[src/rtl/motor_uart_rx.sv]
`timescale 1ns/1ps
// motor_uart_rx
// Receives the 8N1 serial motor-command stream and decodes each byte into two
// 7-bit motor levels. A watchdog forces both channels to stop when the link
// goes quiet.
//
// Handshake: rx_valid is a one-cycle qualifier with no backpressure. rx_byte,
// m1_cmd and m2_cmd change on the same edge that raises rx_valid and hold
// until the next accepted byte. frame_err is a one-cycle event pulse.
//
// Ports:
//   CLOCK_50      in   sole clock, rising edge
//   reset         in   asynchronous, active-high
//   uart_in       in   serial line, idle high, asynchronous to CLOCK_50
//   rx_byte       out  last correctly framed byte
//   rx_valid      out  one-cycle pulse when rx_byte updates
//   frame_err     out  one-cycle pulse when the stop bit is sampled low
//   m1_cmd        out  motor-1 level (1 = full reverse, 64 = stop, 127 = full fwd)
//   m2_cmd        out  motor-2 level, same scale
//   link_timeout  out  high while the watchdog has expired
//   dbg_state     out  current receiver FSM state (IDLE=0 .. WAIT_IDLE=4)
module motor_uart_rx #(
  parameter int CLK_FREQ       = 50_000_000,
  parameter int BAUD           = 9600,
  parameter int TIMEOUT_CYCLES = 25_000_000
) (
  input  logic       CLOCK_50,
  input  logic       reset,
  input  logic       uart_in,
  output logic [7:0] rx_byte,
  output logic       rx_valid,
  output logic       frame_err,
  output logic [6:0] m1_cmd,
  output logic [6:0] m2_cmd,
  output logic       link_timeout,
  output logic [2:0] dbg_state
);

  localparam int CLKS_PER_BIT = CLK_FREQ / BAUD;
  localparam int CW = $clog2(CLKS_PER_BIT + 1);
  localparam int WW = $clog2(TIMEOUT_CYCLES + 1);

  localparam logic [CW-1:0] HALF_LAST = CW'(CLKS_PER_BIT / 2 - 1);
  localparam logic [CW-1:0] BIT_LAST  = CW'(CLKS_PER_BIT - 1);
  localparam logic [CW-1:0] CNT_ONE   = CW'(1);
  localparam logic [WW-1:0] WD_LAST   = WW'(TIMEOUT_CYCLES - 1);
  localparam logic [WW-1:0] WD_MAX    = WW'(TIMEOUT_CYCLES);
  localparam logic [WW-1:0] WD_ONE    = WW'(1);
  localparam logic [6:0]    CMD_STOP  = 7'd64;

  typedef enum logic [2:0] {
    S_IDLE      = 3'd0,
    S_START     = 3'd1,
    S_DATA      = 3'd2,
    S_STOP      = 3'd3,
    S_WAIT_IDLE = 3'd4
  } state_t;

  // Two-flop synchroniser; resets to the idle-high line level.
  logic [1:0] sync_q;
  logic       rx_s;

  always_ff @(posedge CLOCK_50 or posedge reset) begin
    if (reset) sync_q <= 2'b11;
    else       sync_q <= {sync_q[0], uart_in};
  end

  assign rx_s = sync_q[1];

  state_t        state, state_n;
  logic [CW-1:0] cnt, cnt_n;
  logic [2:0]    idx, idx_n;
  logic [7:0]    shift, shift_n;
  logic          byte_done;
  logic          ferr_n;
  logic [WW-1:0] wd_cnt;

  always_ff @(posedge CLOCK_50 or posedge reset) begin
    if (reset) begin
      state <= S_IDLE;
      cnt   <= '0;
      idx   <= '0;
      shift <= '0;
    end else begin
      state <= state_n;
      cnt   <= cnt_n;
      idx   <= idx_n;
      shift <= shift_n;
    end
  end

  always_comb begin
    state_n   = state;
    cnt_n     = cnt + CNT_ONE;
    idx_n     = idx;
    shift_n   = shift;
    byte_done = 1'b0;
    ferr_n    = 1'b0;
    case (state)
      S_IDLE: begin
        cnt_n = '0;
        idx_n = '0;
        if (!rx_s) state_n = S_START;
      end
      S_START: begin
        // Half a bit in: a line that has gone high again was only a glitch.
        if (cnt == HALF_LAST) begin
          cnt_n   = '0;
          state_n = rx_s ? S_IDLE : S_DATA;
        end
      end
      S_DATA: begin
        if (cnt == BIT_LAST) begin
          cnt_n   = '0;
          shift_n = {rx_s, shift[7:1]};  // LSB arrives first
          idx_n   = idx + 3'd1;
          if (idx == 3'd7) state_n = S_STOP;
        end
      end
      S_STOP: begin
        // Completing at mid-stop leaves half a bit of slack before the next
        // start edge, so back-to-back frames are not lost.
        if (cnt == BIT_LAST) begin
          cnt_n = '0;
          if (rx_s) begin
            byte_done = 1'b1;
            state_n   = S_IDLE;
          end else begin
            ferr_n  = 1'b1;
            state_n = S_WAIT_IDLE;
          end
        end
      end
      S_WAIT_IDLE: begin
        // A held-low line (break) must not be mistaken for new start bits.
        cnt_n = '0;
        if (rx_s) state_n = S_IDLE;
      end
      default: begin
        cnt_n   = '0;
        state_n = S_IDLE;
      end
    endcase
  end

  assign dbg_state = state;

  // Output registers, command decode and watchdog. An accepted byte always
  // takes priority over the watchdog expiring on the same edge.
  always_ff @(posedge CLOCK_50 or posedge reset) begin
    if (reset) begin
      rx_byte      <= '0;
      rx_valid     <= 1'b0;
      frame_err    <= 1'b0;
      m1_cmd       <= CMD_STOP;
      m2_cmd       <= CMD_STOP;
      link_timeout <= 1'b0;
      wd_cnt       <= '0;
    end else begin
      rx_valid  <= byte_done;
      frame_err <= ferr_n;
      if (byte_done) begin
        rx_byte      <= shift;
        wd_cnt       <= '0;
        link_timeout <= 1'b0;
        if (shift == 8'h00) begin
          m1_cmd <= CMD_STOP;
          m2_cmd <= CMD_STOP;
        end else if (!shift[7]) begin
          m1_cmd <= shift[6:0];
        end else begin
          m2_cmd <= shift[6:0];
        end
      end else begin
        if (wd_cnt != WD_MAX) wd_cnt <= wd_cnt + WD_ONE;
        if (wd_cnt == WD_LAST) begin
          link_timeout <= 1'b1;
          m1_cmd       <= CMD_STOP;
          m2_cmd       <= CMD_STOP;
        end
      end
    end
  end

endmodule

[config.mk]
export PLATFORM = sky130hd
export DESIGN_NAME = motor_uart_rx
export DESIGN_NICKNAME = d
export VERILOG_FILES = /design/src/rtl/motor_uart_rx.sv
export SDC_FILE = /design/constraint.sdc
export NUM_CORES = 1
export LEC_CHECK = 0
export CAP_MARGIN = 5
export CORE_ASPECT_RATIO = 0.9
export CORE_MARGIN = 5
export CORE_UTILIZATION = 25
export CTS_CLUSTER_DIAMETER = 40
export DETAILED_ROUTE_END_ITERATION = 10
export MAX_ROUTING_LAYER = met4
export SLEW_MARGIN = 0
export SYNTH_ARGS = -nofsm -noshare
export SYNTH_HDL_FRONTEND = slang
export SYNTH_SLANG_ARGS = --single-unit
[constraint.sdc]
create_clock -name CLOCK_50 -period 4.4 [get_ports CLOCK_50]
set_input_delay 0.88 -clock CLOCK_50 [delete_from_list [all_inputs] [get_ports CLOCK_50]]
set_output_delay 0.88 -clock CLOCK_50 [all_outputs]
set_load 0.02 [all_outputs]
Yosys cells after proc, flatten, opt, wreduce, memory -nomap -nowiden
Index checks and enable logic that the tools add are counted.
Widths: inputs -> output; s select.

cells by class
  $add $sub $neg = 3
  equality and inequality tests = 17
  muxes and demuxes = 31
  reductions and logical operators = 11

operators by type and width
  operator               number
  $mux 25                2
  $mux 7                 7
  $mux 13                2
  $pmux 13 s2            1
  $add 25x1->25 const B  1
  $eq 25x25->1 const B   1
  $ne 25x25->1 const B   1
  $mux 3                 8
  $pmux 3 s5             1
  $add 13x1->13 const B  1
  $eq 13x12->1 const B   1
  $eq 13x13->1 const B   1
  $ne 2x2->1 const B     6
  $logic_not 8->1        1
  $mux 1                 8
  $reduce_and 2->1       4
  $eq 3x2->1 const B     2
  $eq 3x3->1 const B     2
  $ne 3x2->1 const B     2
  $pmux 3 s2             1
  $reduce_and 6->1       1
  $reduce_bool 2->1      3
  $add 3x1->3 const B    1
  $eq 3x1->1 const B     1
  other kinds (3)        3

word-level totals
  flip-flop bits (word level) = 79
  input port bits = 3
  output and inout port bits = 28

Longest topological paths before layout
  depth in word-level cells = 5
  mapped depth = 7
  gate-level depth less buffers = 5

Worst setup path after synthesis
No wires, ideal clock.

  kind = register -> register
  start = register wd_cnt[0]
  end = register wd_cnt[22]
  setup time = 0.080 ns
  data arrival time = 1.789 ns
  required time = 4.320 ns
  setup slack = 2.531 ns
  stages on the path, launching flop included = 7
  buffers on the path = 1
  period minus slack after synthesis = 1.869 ns
  cells stage by stage = dfrtp_1 > ha_1 > nand3_1 > or4b_1 > buf_2 > or3_1 > a21oi_1

between the ends
  cells in the longest elaborated chain, start to end = 3

ends and longest elaborated chain
  element                 line  source
  from (decl)             76    logic [WW-1:0] wd_cnt;
  from (signal assigned)  175   if (wd_cnt != WD_MAX) wd_cnt <= wd_cnt + WD_ONE;
  $add 25x1->25           175
  $mux 25                 175
  $mux 25                 162   if (byte_done) begin

Several ways; a longest one is shown, not always the timed one. The select of a mux whose other input is x is not followed.
A chain may end at the register's enable or synchronous reset.

Worst setup path after layout
  start = register cnt[8]
  end = register m1_cmd[4]

between the ends
  cells in the longest elaborated chain, start to end = 5

ends and longest elaborated chain
  element                                                                  line  source
  from (decl)                                                              71    logic [CW-1:0] cnt, cnt_n;
  from (signal assigned)                                                   86    cnt <= cnt_n;
  $eq 13x13->1 (*)                                                         123   if (cnt == BIT_LAST) begin
  $mux 1 (*)                                                               123
  $mux 1 (*)                                                               99    case (state)
  $ne 3x2->1 (no source line) / $reduce_bool 2->1 (equally long branches)  n/a
  $reduce_and 2->1 (no source line)                                        n/a
  to (signal assigned)                                                     170   m1_cmd <= shift[6:0];
  to (decl)                                                                33    output logic [6:0] m1_cmd,

Mark *: on every way between the ends. The rest lies on a longest branch, timed or not.

==> metrics.txt <==
Cell Int Power=1.17 mW; pin count of the biggest net entering global routing=between 40 and 50; fraction of layout cells with a size suffix above 1=0.0868; period utilization=0.638; initial antenna violation count=0; die width=143 um; Avg Cell Area, Syn=between 9 and 10 um2; io pins=31; top post-synthesis cells by area=dfrtp_1 (47%), nand2_1 (4.1%), nand3_1 (3.3%); total gr overflow=0; Unique masters post-synth=46; max-cap viol count=0; GR peak layer=met2; Area Overhead vs Synth=20.4%; Hold Startpoint=sync_q[0]; commonest cells in the netlist=dfrtp_1 (75), nand2_1 (43), nor2_1 (29); switch share=0.214; r2r setup slk=1.59 ns; Post-Syn Instances=roughly 410; Sequential Power Share=0.488; Pleak=1.94 nW; met1 Track Usage GR=0.141; Buffers on Ports=30; sequential area share after synthesis=0.501; Sink Count=79; Setup Viol. Count Final=0; # DRC=0; combinational power share=0.012; DRT Wirelength=9030 um; Min-Delay Path Depth=0; setup bufs post-CTS=0; Hold Vio Cnt, Final=0; multi-input logic area=1850 um2; fmax=356 MHz; count of final max-slew check failures=0; first-pass GRT wire length=15600 um; Synthesis Warnings=0; total track usage=0.107; ANT nets after route=0; Pwr per Cell Area=about 310 nW/um2; CTS tree=built; CP Capture Type=register; CTS root buf=clkbuf_16; Tightest Pin Transition=~0.94 ns; status=finished clean; area leader, netlist=dfrtp_1; clk slew on worst S/H paths=0.06 ns; R2R cell count=4; hold_buf cts=0; Min Hold Slack=0.356 ns; Synth async-reset ratio=1.00; Clock Path Buffers=2; Max H-tree Level=3; CORE AREA=between 15000 and 20000 um2; via/cell ratio=a little under 5; Worst Path Max Fanout=10; final std cells w/o fill=640; RSZ-0062 raised after global routing=no; initial drt markers=about 190; FF-to-FF Start=cnt[8]; dpl cells=624; Die ar.=18500 um2; setup TNS=0 ns; Post-synth EDFFs=0; min cycle time layout=around 2.8 ns; GR Util met2=0.164; Worst Hold Path EP=sync_q[1]; Psw=319 uW; Fill cells=1615; Die Span Y=129 um; Pre-antenna DRT Iters=4; final core occ=0.308; area share of the largest cell type after synthesis=0.474; synthesized cell area=between 3000 and 4000 um2; Initial Utilization=0.255; number of gates resized after CTS=0; diode count=0; FP Rows=43; Required @ worst endpoint=around 4.6 ns; Seq. cell area=1980 um2; clock network fraction of design power=0.500; count leader, synth=dfrtp_1; reg2reg end=m1_cmd[4]; via count=between 3000 and 4000; CP arrival=around 3 ns; Synth Net Count=413; max_slew headroom=0.375; Detail Placement HPWL=6150 um; critical path class=register to register; Final Skew=approximately 0.0084 ns; GRT met3 Usage=0.0317; vias in the first global route=roughly 3000; CTS Buf Count=9; top_reg_cell synth=dfrtp_1; routed length per instance=~14 um; Hold Crit Class=register to register; VDD IR-drop max=~220 uV; synthesis-stage register bit count=slightly below 80; crit start category=register; Clk Latency, worst-skew pair=0.34 ns; routability cong.=around 0.8; final layout net count=441
-- layout make-up --
type	count	area share
timing repair buffer	33	0.0677
inverter	15	0.0121
clock inverter	6	0.0144
tap	202	0.0530
multi-input combinational	295	0.389
clock buffer	10	0.0480
sequential	79	0.416
-- power by group through the flow --
stage	Sequential (mW)	Combinational [mW]	Clock [mW]
finish	0.729	0.0179	0.746
global route	0.729	0.0221	0.807
CTS	0.729	0.0197	0.768
detailed placement	0.742	0.0197	0
global placement	0.742	0.0192	0
floorplan	0.742	0.0110	0
-- how the worst max path moves through the flow --
stage                endpoint  slack [ns]  cells past startpoint    from
global placement    m1_cmd[1]        1.80                      4  cnt[8]
detailed placement  m1_cmd[4]        1.66                      4  cnt[8]
finish              m1_cmd[4]        1.59                      4  cnt[8]
CTS                 m1_cmd[4]        1.64                      4  cnt[8]
global route        m1_cmd[5]        1.40                      4  cnt[8]
floorplan              cnt[0]        1.50                      1   reset
-- stage by stage --
stage / cell area, um2 / total power [mW] / worst slack (ns)
final: 4770 / 1.49 / 1.59
after global routing: 4770 / 1.56 / 1.40
after CTS: 4770 / 1.52 / 1.64
after detailed placement: 4470 / 0.762 / 1.66
after global placement: 4470 / 0.762 / 1.80
after floorplan: 3960 / 0.753 / 1.50
-- layout by cell type, fill, tap and decap left out, types with 2 or more instances in the layout --
cell type,instances
and4_1,6
and3_1,3
nand4_1,18
nor3_1,10
nor2b_1,11
inv_1,13
nor2_1,29
or4_1,6
dfrtp_1,75
a21oi_1,13
mux2_2,8
nand4b_1,6
and4b_1,2
a211oi_1,2
ha_1,5
xnor2_1,14
clkdlybuf4s50_1,30
dfstp_2,4
o211ai_1,7
o31ai_1,6
nand2_1,43
clkinv_2,2
o31a_1,2
nor4b_1,2
nor4_1,5
nor4bb_1,6
o21ai_0,23
buf_4,3
or3_1,4
clkbuf_16,9
o21a_1,5
a31oi_1,3
nand3_1,26
and2_1,8
clkinv_4,2
xor2_1,9
and4bb_2,2
-- critical path, cell delays in order, from the launching register on --
cell and delay [ns]:
dfrtp_1 0.45, nor4bb_1 0.77, nand4_1 0.69, o21ai_1 0.58
o21ai_0 0.17
-- layer usage --
metal	wire length [um]	part of all wire
met1	4310	0.48
met2	4370	0.48
met3	305	0.034
met4	43	0.0048
met5	0	0
-- cell families after synthesis --
kind of cell               after synthesis  share of synthesized area
buffers and inverters                   31                     0.0310
adders and majority gates                5                     0.0158
AOI/OAI and AO/OA                       65                      0.101
and+or+nand+nor                        194                      0.278
xor gates and xnor gates                23                     0.0509
muxes                                    8                     0.0228
DFF                                     79                      0.501
-- flip-flops by register name (all words and copies together), names as in the netlist --
register,flops
shift,8
sync_q,2
frame_err,1
dbg_state,3
m2_cmd,7
rx_valid,1
m1_cmd,7
link_timeout,1
wd_cnt,25
cnt,13
rx_byte,8
idx,3
No activity file was read; power rests on OpenSTA's default activity.
